<file path="src/rtl/divisor_pkg.sv">
// Shared types and constants for the sequential restoring divider.
// Optional macro: DIV_SEG_EN enables the 7-segment quotient display.
package divisor_pkg;

    typedef enum logic [1:0] {
        IDLE = 2'd0,
        RUN  = 2'd1,
        DONE = 2'd2
    } state_t;

    localparam int WIDTH_MIN = 2;
    localparam int WIDTH_MAX = 16;

    // Active-low segments {g,f,e,d,c,b,a}
    localparam logic [6:0] SEG_ZERO = 7'b1000000;

    localparam logic [15:0][6:0] SEG_TABLE = {
        7'b0001110,  // F
        7'b0000110,  // E
        7'b0100001,  // d
        7'b1000110,  // C
        7'b0000011,  // b
        7'b0001000,  // A
        7'b0010000,  // 9
        7'b0000000,  // 8
        7'b1111000,  // 7
        7'b0000010,  // 6
        7'b0010010,  // 5
        7'b0011001,  // 4
        7'b0110000,  // 3
        7'b0100100,  // 2
        7'b1111001,  // 1
        SEG_ZERO     // 0
    };

    function automatic logic [6:0] hex_seg(input logic [3:0] v);
        return SEG_TABLE[v];
    endfunction

endpackage

</file>
<file path="src/rtl/divisor_seq_param_div_step.sv">
// One restoring-division step: shift in a dividend bit, then
// subtract the divisor if it fits, otherwise keep the shifted value.
module div_step #(
    parameter int WIDTH = 4
) (
    input  logic [WIDTH:0]   rem,
    input  logic             bit_in,
    input  logic [WIDTH-1:0] divisor,
    output logic [WIDTH:0]   rem_next,
    output logic             q_bit
);

    logic [WIDTH:0]   shifted;
    logic [WIDTH+1:0] diff;

    // Trial subtraction in WIDTH+2 bits so the sign bit is explicit.
    // A set top bit of rem means the shifted value already exceeds
    // any divisor, so the subtraction always succeeds in that case.
    always_comb begin
        shifted  = {rem[WIDTH-1:0], bit_in};
        diff     = {1'b0, shifted} - {2'b00, divisor};
        q_bit    = rem[WIDTH] | ~diff[WIDTH+1];
        rem_next = q_bit ? diff[WIDTH:0] : shifted;
    end

endmodule

</file>
<file path="src/rtl/divisor_seq_param.sv">
// Parametrised sequential restoring divider, one quotient bit per clock.
// Optional macro: DIV_SEG_EN adds the hex 7-segment quotient output.
module divisor_seq_param
    import divisor_pkg::*;
#(
    parameter int WIDTH = 4
) (
    input  logic             clk,
    input  logic             rst_n,
    input  logic             start,
    input  logic [WIDTH-1:0] dividend,
    input  logic [WIDTH-1:0] divisor,
    output logic             busy,
    output logic             done,
    output logic [WIDTH-1:0] quotient,
    output logic [WIDTH-1:0] remainder,
    output logic             div_by_zero
`ifdef DIV_SEG_EN
    ,
    output logic [6:0]       seg
`endif
);

    localparam int IW = $clog2(WIDTH);

    generate
        if (WIDTH < WIDTH_MIN || WIDTH > WIDTH_MAX) begin : g_bad_width
            $error("divisor_seq_param: WIDTH out of range");
        end
    endgenerate

    state_t           state;
    state_t           state_n;
    logic [WIDTH-1:0] dvd;
    logic [WIDTH-1:0] dvs;
    logic [WIDTH:0]   rem_w;
    logic [WIDTH-1:0] q_w;
    logic [IW-1:0]    idx;
    logic [WIDTH:0]   rem_next;
    logic             q_bit;
    logic [WIDTH-1:0] q_upd;
    logic             accept;
    logic             last;

    div_step #(
        .WIDTH(WIDTH)
    ) u_step (
        .rem     (rem_w),
        .bit_in  (dvd[idx]),
        .divisor (dvs),
        .rem_next(rem_next),
        .q_bit   (q_bit)
    );

    // Handshake decode and working quotient with the current bit merged.
    always_comb begin
        accept     = start && (state == IDLE || state == DONE);
        last       = (idx == '0);
        q_upd      = q_w;
        q_upd[idx] = q_bit;
    end

    // State register.
    always_ff @(posedge clk or negedge rst_n) begin
        if (!rst_n) begin
            state <= IDLE;
        end else begin
            state <= state_n;
        end
    end

    // Next-state logic; a zero divisor skips RUN entirely.
    always_comb begin
        state_n = state;
        unique case (state)
            IDLE, DONE: begin
                if (start) begin
                    state_n = (divisor == '0) ? DONE : RUN;
                end
            end
            RUN: begin
                if (last) begin
                    state_n = DONE;
                end
            end
            default: state_n = IDLE;
        endcase
    end

    // Operand, working and result registers.
    always_ff @(posedge clk or negedge rst_n) begin
        if (!rst_n) begin
            dvd         <= '0;
            dvs         <= '0;
            rem_w       <= '0;
            q_w         <= '0;
            idx         <= '0;
            quotient    <= '0;
            remainder   <= '0;
            div_by_zero <= 1'b0;
        end else if (accept) begin
            dvd   <= dividend;
            dvs   <= divisor;
            rem_w <= '0;
            q_w   <= '0;
            idx   <= IW'(WIDTH - 1);
            if (divisor == '0) begin
                quotient    <= '1;
                remainder   <= dividend;
                div_by_zero <= 1'b1;
            end
        end else if (state == RUN) begin
            rem_w <= rem_next;
            q_w   <= q_upd;
            idx   <= idx - IW'(1);
            if (last) begin
                quotient    <= q_upd;
                remainder   <= rem_next[WIDTH-1:0];
                div_by_zero <= 1'b0;
            end
        end
    end

    // Status flags straight from the state.
    always_comb begin
        busy = (state == RUN);
        done = (state == DONE);
    end

`ifdef DIV_SEG_EN
    // Hex glyph of the low quotient nibble.
    always_comb begin
        seg = hex_seg(4'(quotient));
    end
`endif

endmodule

</file>
<file path="config.mk">
export PLATFORM = sky130hd
export DESIGN_NAME = divisor_seq_param
export DESIGN_NICKNAME = d
export VERILOG_FILES = /design/src/rtl/divisor_pkg.sv /design/src/rtl/divisor_seq_param_div_step.sv /design/src/rtl/divisor_seq_param.sv
export SDC_FILE = /design/constraint.sdc
export NUM_CORES = 1
export LEC_CHECK = 0
export ABC_AREA = 1
export CAP_MARGIN = 5
export CORE_ASPECT_RATIO = 0.75
export CORE_MARGIN = 2
export CORE_UTILIZATION = 54
export DETAILED_ROUTE_END_ITERATION = 12
export PLACE_DENSITY_LB_ADDON = 0.05
export SLEW_MARGIN = 20
export SYNTH_ARGS = -nofsm -noshare
export SYNTH_HDL_FRONTEND = slang
export SYNTH_HIERARCHICAL = 1
export SYNTH_SLANG_ARGS = --single-unit
</file>
<file path="constraint.sdc">
create_clock -name clk -period 2.9 [get_ports clk]
set_clock_uncertainty 0.2 [all_clocks]
set_input_delay 0.435 -clock clk [delete_from_list [all_inputs] [get_ports clk]]
set_output_delay 0.435 -clock clk [all_outputs]
set_load 0.05 [all_outputs]
</file>
==> out/metrics.cfg <==
[final_layout]
area.growth.synth_to_final_pct = 19.0
post_route_cells_drive_above_1_share_pct = 7.29
multi_input_area_um2 = 802
fillers = 242
layout.nets = 267
n_antenna_cell = 0
seqCellArea_um2 = 751

[timing]
post-route-period-util_pct = 85.9
fmax_ghz = 0.401
tightestPinTransition_ns = 0.517
rsz0062_at_grt = false
fin_tns_setup_ns = 0
pins_over_slew_limit = 0
slew_headroom_pct = 65.4
final-hold-violation-count = 0
setup_violations = 0
layout_min_cycle_time_ns = 2.49

[job]
maxCapViolations = 0

[cts]
clk_pin_slew_ns = 0.06
insertion_delay_ns = 0.28
post_cts_resized = 0
cts_hold_buffers = 0
clock_sinks = 30
cts-buffers-inserted = 5
cts_tree = done
clockRootBuffer = sky130_fd_sc_hd__clkbuf_8
cts_max_level = 2
clock_tree.buffer_depth = 2
postCtsSetupBuffers = 0

[critical_path]
setup.worst_path.start = state[0]
r2r-start = idx[0]
timing.critical_path.buf_inv = 3
worst_setup_path_end_kind = output port
cp-start-kind = flop
delay_of_the_slowest_cell_on_the_worst_path_ns = 0.79
crit_fanout = 12
worstPathArrival_ns = 1.86
cp_data_required_time_ns = 2.27
crit_family = buffers and inverters
timing.critical_path.slowest_stage_cell = sky130_fd_sc_hd__clkdlybuf4s50_1
list_of_cells_traversed_by_the_critical_path = nand2_1 -> buf_4 -> inv_1 -> clkdlybuf4s50_1
critical_path_class = reg -> out

[floorplanning]
dieArea_um2 = 3580
fp.dieH_um = 52.3
floorplan.io_pins = 22
core_um2 = 2960
floorplan.initialDensity_pct = 56.9
floorplan.die.width_um = 68.5
placementRows = 17

[place]
replace_congestion = 0.924
detailed_place_hpwl_mm = 2.66
io_port_bufs = 21

[routing]
drcViolationCount = 0
first_pass_iters = 4
drt_initial_violations = 82
routed_via_density = 5.33
remaining_antenna_violation_count_after_routing = 0
wl_per_cell_um = 12.7
dr_total_vias = 1518
wirelength_mm = 3.61

[status]
status = finished clean

[min_path]
worst_hold_startpoint = dvd[3]
min_path_type = reg -> reg

[grt]
global_route.usage.total_pct = 23.7
grt_start_max_net_pins = 31
overflow = 0
grt_first_pass_wirelength_mm = 6.13
grt_antenna_before_repair = 0
first_global_vias = 1373

[synth]
synth.ff_latch_count = 30
ys.warnings.count = 6
synth_flop_cell = sky130_fd_sc_hd__dfrtp_1
postSynth.asyncResetShare_pct = 100
yosys.cell_types.count = 20
synth_nets = 242
synthesis.area_um2 = 1680
synth_enable_flop_cells = 0
syn_avg_cell_area_um2 = 7.58
synth-seq-area-share_pct = 44.6
postSynthCellCount = 222

[logic make-up after synthesis]
kind of cell / synth area share [%]
simple gates: 36.4
buf+inv: 7.73
flops: 44.6
compound gates: 3.57
fa+ha+maj: 7.14
xor+xnor: 0.521
[path summary, 6_finish.rpt]
| check | endpoint | slack [ns] | cells after the start |
|---|---|---|---|
| max in group asynchronous | remainder[1] | 1.87 | 2 |
| worst min register to register | dvd[3] | 0.28 | 2 |
| worst max register to register | remainder[2] | 0.48 | 15 |
| min in group asynchronous | rem_w[4] | 0.34 | 2 |
| worst max-delay path | busy | 0.41 | 4 |
| worst min-delay path | dvd[3] | 0.28 | 2 |
[worst register-to-register path, stage by stage (launching register included)]
cell	delay (ns)
sky130_fd_sc_hd__dfrtp_1	0.42
sky130_fd_sc_hd__inv_1	0.17
sky130_fd_sc_hd__a21oi_1	0.08
sky130_fd_sc_hd__o21ai_0	0.07
sky130_fd_sc_hd__nand2_1	0.09
sky130_fd_sc_hd__inv_1	0.07
sky130_fd_sc_hd__ha_1	0.15
sky130_fd_sc_hd__inv_2	0.05
sky130_fd_sc_hd__fa_1	0.42
sky130_fd_sc_hd__xor2_1	0.22
sky130_fd_sc_hd__nand2_1	0.09
sky130_fd_sc_hd__nand2_1	0.08
sky130_fd_sc_hd__nand2_1	0.06
sky130_fd_sc_hd__nand2_1	0.07
sky130_fd_sc_hd__nand3_1	0.06
sky130_fd_sc_hd__nand2_1	0.07
[synth_stat cells, drive strengths merged, types with 2 or more instances]
cell type / instances / area, um^2
dfrtp: 30 / 751
nand2: 87 / 342
inv: 25 / 93.8
a21oi: 4 / 20.0
nand3: 43 / 228
nor2: 8 / 37.5
clkbuf: 2 / 7.51
buf: 4 / 28.8
ha: 8 / 100
o21ai: 8 / 40.0
[layout by cell type (no fill, tap or decap), drive strengths merged, types with 4 or more instances in the layout]
| cell | count |
|---|---|
| nand2 | 87 |
| nand3 | 43 |
| dfrtp | 30 |
| inv | 25 |
| clkdlybuf4s50 | 21 |
| o21ai | 8 |
| ha | 8 |
| nor2 | 8 |
| clkbuf | 7 |
| a21oi | 4 |
[state kept, by name (all words and copies together) (netlist names)]
signal / count
dvd: 4
idx: 2
remainder: 4
q_w: 4
state: 2
div_by_zero: 1
rem_w: 5
dvs: 4
quotient: 4
[routing by layer]
layer	global-route usage (%)	share of wire, %
met3	7.10	6.7
met5	0	0
met1	32.9	49
met4	6.00	0.89
met2	36.2	44
[through the flow]
step / std cells / hold slack [ns] / setup WS [ns] / utilization (%) / area, um^2
6_report: 285 / 0.283 / 0.409 / 67.8 / 2000
5_1_grt: 285 / 0.311 / 0.248 / 67.8 / 2000
4_1_cts: 285 / 0.282 / 0.403 / 67.8 / 2000
3_5_place_dp: 278 / 0.266 / 0.560 / 65.2 / 1930
3_3_place_gp: 278 / 0.266 / 0.678 / 65.2 / 1930
2_1_floorplan: 222 / -0.0606 / 0.793 / - / 1680
[area by class of cell]
class,instances,area share (%)
multi-input combinational,161,40.0
sequential,30,37.5
timing repair buffer,24,11.6
inverter,25,4.68
clock buffer,7,3.81
tap,38,2.37
Power is not shown: default switching activity piles up to over one toggle a cycle in this logic, so the estimate is an artifact.
